File: src/rtl/ntt_mult_issue.sv
// ntt_mult_issue: registered operand/product issue pipeline for an NTT
// multiplier. Products leave on prod_o toward an external reduction stage of
// fixed latency; reduced values come back on red_res_i and are collected in a
// first-word-fall-through FIFO. Credits (inflight + buffered) keep the FIFO
// from ever overflowing while still allowing one accept per cycle.
module ntt_mult_issue #(
  parameter int                  REG_SIZE    = 23,
  parameter logic [REG_SIZE-1:0] PRIME       = 23'd8380417,
  parameter int                  RED_LATENCY = 4,
  parameter int                  FIFO_DEPTH  = 8
) (
  input  logic                    clk,
  input  logic                    reset,
  input  logic                    zeroize,
  input  logic                    in_valid_i,
  output logic                    in_ready_o,
  input  logic [REG_SIZE-1:0]     opa_i,
  input  logic [REG_SIZE-1:0]     opb_i,
  output logic [2*REG_SIZE-1:0]   prod_o,
  input  logic [REG_SIZE-1:0]     red_res_i,
  output logic                    out_valid_o,
  input  logic                    out_ready_i,
  output logic [REG_SIZE-1:0]     res_o,
  output logic                    busy_o
);

  localparam int PW = $clog2(FIFO_DEPTH);
  localparam int CW = PW + 1;
  localparam logic [CW:0] DEPTH_C = (CW + 1)'(FIFO_DEPTH);

  // Elaboration-time sanity checks on the parameter set.
  if (FIFO_DEPTH < 2 || (FIFO_DEPTH & (FIFO_DEPTH - 1)) != 0) begin : g_bad_depth
    $error("ntt_mult_issue: FIFO_DEPTH must be a power of two >= 2");
  end
  if (RED_LATENCY < 1) begin : g_bad_latency
    $error("ntt_mult_issue: RED_LATENCY must be >= 1");
  end
  if (PRIME == '0) begin : g_bad_prime
    $error("ntt_mult_issue: PRIME must be non-zero");
  end

  logic                      clear;
  logic                      accept;
  logic                      pop;
  logic                      fifoWr;

  logic [REG_SIZE-1:0]       opa_q;
  logic [REG_SIZE-1:0]       opb_q;
  logic                      v1_q;
  logic [2*REG_SIZE-1:0]     prod_q;
  logic [2*REG_SIZE-1:0]     prodFull;
  logic                      v2_q;
  logic [RED_LATENCY-1:0]    validShift_q;
  logic [RED_LATENCY-1:0]    validShift_d;

  logic [REG_SIZE-1:0]       fifoMem_q [FIFO_DEPTH];
  logic [PW-1:0]             wrPtr_q;
  logic [PW-1:0]             wrPtr_d;
  logic [PW-1:0]             rdPtr_q;
  logic [PW-1:0]             rdPtr_d;
  logic [CW-1:0]             inflight_q;
  logic [CW-1:0]             inflight_d;
  logic [CW-1:0]             count_q;
  logic [CW-1:0]             count_d;

  assign clear       = reset | zeroize;
  assign in_ready_o  = ({1'b0, inflight_q} + {1'b0, count_q}) < DEPTH_C;
  assign accept      = in_valid_i & in_ready_o;
  assign out_valid_o = (count_q != '0);
  assign pop         = out_valid_o & out_ready_i;
  assign fifoWr      = validShift_q[RED_LATENCY-1];
  assign res_o       = out_valid_o ? fifoMem_q[rdPtr_q] : '0;
  assign busy_o      = (inflight_q != '0) || (count_q != '0);
  assign prod_o      = prod_q;
  assign prodFull    = {{REG_SIZE{1'b0}}, opa_q} * {{REG_SIZE{1'b0}}, opb_q};

  // Next-state for credit counters, FIFO pointers and the reduction-valid shifter.
  always_comb begin
    inflight_d   = inflight_q;
    count_d      = count_q;
    wrPtr_d      = wrPtr_q;
    rdPtr_d      = rdPtr_q;
    validShift_d = validShift_q << 1;
    validShift_d[0] = v2_q;

    case ({accept, fifoWr})
      2'b10:   inflight_d = inflight_q + 1'b1;
      2'b01:   inflight_d = inflight_q - 1'b1;
      default: inflight_d = inflight_q;
    endcase

    case ({fifoWr, pop})
      2'b10:   count_d = count_q + 1'b1;
      2'b01:   count_d = count_q - 1'b1;
      default: count_d = count_q;
    endcase

    if (fifoWr) begin
      wrPtr_d = wrPtr_q + 1'b1;
    end
    if (pop) begin
      rdPtr_d = rdPtr_q + 1'b1;
    end
  end

  // Operand capture, product register and valid pipeline toward the reducer.
  always_ff @(posedge clk) begin
    if (clear) begin
      opa_q        <= '0;
      opb_q        <= '0;
      v1_q         <= 1'b0;
      prod_q       <= '0;
      v2_q         <= 1'b0;
      validShift_q <= '0;
    end else begin
      opa_q        <= accept ? opa_i : '0;
      opb_q        <= accept ? opb_i : '0;
      v1_q         <= accept;
      prod_q       <= v1_q ? prodFull : '0;
      v2_q         <= v1_q;
      validShift_q <= validShift_d;
    end
  end

  // Credit counters and FIFO pointers.
  always_ff @(posedge clk) begin
    if (clear) begin
      inflight_q <= '0;
      count_q    <= '0;
      wrPtr_q    <= '0;
      rdPtr_q    <= '0;
    end else begin
      inflight_q <= inflight_d;
      count_q    <= count_d;
      wrPtr_q    <= wrPtr_d;
      rdPtr_q    <= rdPtr_d;
    end
  end

  // Result storage; cleared on reset/zeroize so no stale value is ever visible.
  always_ff @(posedge clk) begin
    if (clear) begin
      for (int i = 0; i < FIFO_DEPTH; i++) begin
        fifoMem_q[i] <= '0;
      end
    end else if (fifoWr) begin
      fifoMem_q[wrPtr_q] <= red_res_i;
    end
  end

endmodule

File: config.mk
export PLATFORM = sky130hd
export DESIGN_NAME = ntt_mult_issue
export DESIGN_NICKNAME = d
export VERILOG_FILES = /design/src/rtl/ntt_mult_issue.sv
export SDC_FILE = /design/constraint.sdc
export NUM_CORES = 2
export LEC_CHECK = 0
export ABC_AREA = 1
export CAP_MARGIN = 20
export CORE_MARGIN = 4
export CORE_UTILIZATION = 60
export DETAILED_ROUTE_END_ITERATION = 10
export GPL_TIMING_DRIVEN = 0
export PLACE_DENSITY = 0.79
export SETUP_SLACK_MARGIN = 0.02
export SLEW_MARGIN = 30
export SYNTH_ARGS = -nofsm -noshare
export SYNTH_HDL_FRONTEND = slang
export SYNTH_SLANG_ARGS = --single-unit
File: constraint.sdc
create_clock -name clk -period 11 [get_ports clk]
set_clock_uncertainty 0.05 [all_clocks]
set_input_delay 2.2 -clock clk [delete_from_list [all_inputs] [get_ports clk]]
set_output_delay 2.2 -clock clk [all_outputs]
set_load 0.02 [all_outputs]
==> results.py <==
metrics = {
    "sta": {
        "worst_pin_slew_ns": 1.108,
        "period_minus_slack_ns": 7.259,
        "setup_viol": 0,
        "setup_ws_ns": 3.741,
        "slew_violations": 0,
        "period_share": 0.6599,
        "slew_headroom": 0.2614,
        "finalHoldViolCount": 0,
        "fin_tns_setup_ns": 0,
        "max_freq_mhz": 137.8,
        "rsz0062_at_grt": "false",
    },
    "power_and_ir_drop": {
        "ir_worst_vdd_mv": 0.1344,
        "p_leak_nw": 17.84,
        "total_power_mw": 2.580,
        "p_per_area_mw_per_mm2": 76.19,
    },
    "layout": {
        "drive_above_1_share": 0.03868,
        "n_antenna_cell": 0,
        "fillers": 4033,
        "mostFrequentLayoutCell": "inv_1",
        "area_growth_pct": 11.14,
        "instances_no_fill": 4653,
        "nets": 4654,
        "final_cell_mix": "inv_1, nand2_1, nor2_1, fa_1, edfxtp_1",
    },
    "yosys": {
        "yosys.area_share.simple": 0.1860,
        "synthArstFlopShare": 0,
        "synth_top_family_by_area": "adder cells",
        "synth-seq-cells": 299,
        "synth_warnings": 0,
        "synthCells": 3776,
        "avgSynthCellArea_um2": 8.069,
        "ys.flop_type": "edfxtp_1",
        "synth_area_leaders": "fa_1, edfxtp_1, inv_1",
        "synthAdderAreaFrac": 0.3642,
        "synth-compound-area-share": 0.04854,
        "synth-xor-area-share": 0.001437,
        "syn_area_mm2": 0.03047,
        "synth.largest_area_cell": "fa_1",
        "syn-num-nets": 4473,
        "yosys.area.top_type_share": 0.2891,
        "synth.distinct_cells": 38,
        "seq_area_frac_synth": 0.2569,
        "synth_edf_count": 184,
        "synthMuxAreaShare": 0,
    },
    "route": {
        "routed_via_density": 5.433,
        "first_pass_iters": 8,
        "drt-met1-wl_um": 33900,
        "wl_met2_um": 42340,
        "postRouteAntennaNets": 0,
        "drt_iter0_drc": 2953,
        "drc": 0,
        "dr_wl_met3_um": 11350,
        "wl_per_cell_um": 19.94,
        "highest_layer": "met5",
        "vias": 25280,
        "wirelength_um": 92790,
    },
    "clock_network": {
        "cts.clk_slew.worst_paths_ns": 0.07,
        "ctsResizeCount": 0,
        "cts_setup_buffers": 0,
        "cts_hold_buf": 0,
        "ctsLongestPathBuffers": 3,
        "cts_tree": "done",
        "clockRootBuffer": "clkbuf_16",
        "cts-buffers-inserted": 34,
        "numClockSinks": 299,
        "h-tree-depth": 2,
        "insertion_delay_ns": 0.58,
    },
    "placed_design": {
        "place_inst": 4593,
        "dp_hpwl_um": 72370,
        "place_ws_ns": 3.973,
        "place.gp.congestion": 1.038,
        "io_buffers": 145,
    },
    "grt": {
        "grt_pass1_wl_um": 144100,
        "antenna_found_initial": 1,
        "grt.overflow.total": 0,
        "grt_usage": 0.3501,
        "grt_max_degree": 24,
        "grt_pass1_vias": 25620,
    },
    "worst_setup_path": {
        "worstSetupPathType": "flip-flop to flip-flop",
        "crit_required_ns": 11.41,
        "cp-end-kind": "flip-flop",
        "start_kind": "flip-flop",
        "path_max_fanout": 10,
        "arrival_ns": 7.66,
    },
    "status": {
        "status": "finished clean",
    },
    "die": {
        "core_mm2": 0.05017,
        "die-area_mm2": 0.05445,
        "die_y_um": 233.4,
        "std_cell_rows": 82,
        "ios": 146,
        "start_util": 0.6073,
        "die_w_um": 233.4,
    },
    "flow_run": {
        "max-cap-violations": 0,
    },
    "hold_path": {
        "min_path_type": "flip-flop to flip-flop",
    },
}
flip-flops by register name, indices dropped and copies added, names as in the netlist, 4 cells and up, named ones only:
signal and cells:
validShift_q 4, opa_q 23, opb_q 23, fifoMem_q 184, inflight_q 4, prod_o 46
count_q 4
critical path: stages, from the launching register on:
cell	delay (ns)
dfxtp_1	0.53
clkbuf_1	0.87
nand2_1	0.19
fa_1	0.54
inv_1	0.05
fa_1	0.51
inv_1	0.05
fa_1	0.47
inv_1	0.05
fa_1	0.49
inv_1	0.05
fa_1	0.54
inv_1	0.05
fa_1	0.48
inv_1	0.05
fa_1	0.57
inv_1	0.09
ha_1	0.39
nand2_1	0.15
nor2_2	0.16
nand2_1	0.10
nor2_1	0.11
nand2_1	0.07
nand3_2	0.12
nand2_2	0.07
nand3_2	0.06
nand2_1	0.04
nor2_1	0.22
report_power, final:
part / switching (mW) / internal, mW / total [mW] / leakage, nW
logic: 0.150 / 0.0694 / 0.220 / 14.3
clock network: 0.519 / 0.602 / 1.12 / 0.530
registers: 0.0201 / 1.22 / 1.24 / 2.98
total: 0.689 / 1.89 / 2.58 / 17.8
cell families (layout without fill, tap and decap cells):
logic type      after synthesis  in the layout
flops                       299            299
buf+inv                    1151           1356
fa+ha+maj                   623            623
xor+xnor                      5              5
simple gates               1420           1420
compound gates              278            278
layer usage:
| metal | vias to the layer above | global-route usage |
|---|---|---|
| met2 | 1555 | 0.5530 |
| met4 | 2 | 0.1588 |
| met5 | - | 0 |
| met3 | 303 | 0.09598 |
| met1 | 12050 | 0.4536 |
| li1 | 11370 | - |
area by class of cell:
| class | count | area (um^2) | area share |
|---|---|---|---|
| Sequential cell | 299 | 7828 | 0.2312 |
| Multi-Input combinational cell | 2326 | 18310 | 0.5407 |
| Clock buffer | 42 | 900.9 | 0.02660 |
| Inverter | 998 | 3746 | 0.1106 |
| Timing Repair Buffer | 145 | 1451 | 0.04286 |
| Buffer | 153 | 606.8 | 0.01792 |
| Clock inverter | 18 | 180.2 | 0.005321 |
| Tap cell | 672 | 840.8 | 0.02483 |
cells in the mapped netlist, types with 2 or more instances:
| cell type | number |
|---|---|
| o21ai_0 | 143 |
| nand3b_1 | 2 |
| edfxtp_1 | 184 |
| o21a_1 | 2 |
| nor3_1 | 7 |
| xnor2_1 | 5 |
| a21oi_1 | 75 |
| o21ai_1 | 4 |
| nor2_1 | 474 |
| inv_2 | 9 |
| buf_2 | 19 |
| nand2_2 | 28 |
| clkbuf_1 | 131 |
| fa_1 | 440 |
| nand2_1 | 830 |
| nand4_1 | 3 |
| nand3_2 | 14 |
| a31oi_1 | 23 |
| nor2_4 | 7 |
| o22ai_1 | 23 |
| inv_1 | 988 |
| nand3_1 | 33 |
| and2_1 | 2 |
| o21bai_1 | 6 |
| ha_1 | 183 |
| nor2_2 | 15 |
| dfxtp_1 | 115 |
through the flow:
step                instance area (um^2)  hold WS (ns)  utilization
floorplan                          30470        0.3436            -
global placement                   32760        0.3449       0.6530
detailed placement                 32780        0.3529       0.6533
CTS                                33860        0.3628       0.6749
global route                       33860        0.3825       0.6749
finish                             33860        0.3584       0.6749
path summary, 6_finish.rpt:
| kind | cells past startpoint | end | start | slack (ns) |
|---|---|---|---|---|
| worst max register to register | 27 | prod_o[43]$_SDFF_PP0_ | opb_q[7]$_SDFF_PP0_ | 3.74 |
| worst min-delay path | 2 | validShift_q[2]$_SDFF_PP0_ | validShift_q[1]$_SDFF_PP0_ | 0.36 |
| worst min register to register | 2 | validShift_q[2]$_SDFF_PP0_ | validShift_q[1]$_SDFF_PP0_ | 0.36 |
| worst max-delay path | 27 | prod_o[43]$_SDFF_PP0_ | opb_q[7]$_SDFF_PP0_ | 3.74 |
No activity file was read; power rests on OpenSTA's default activity.
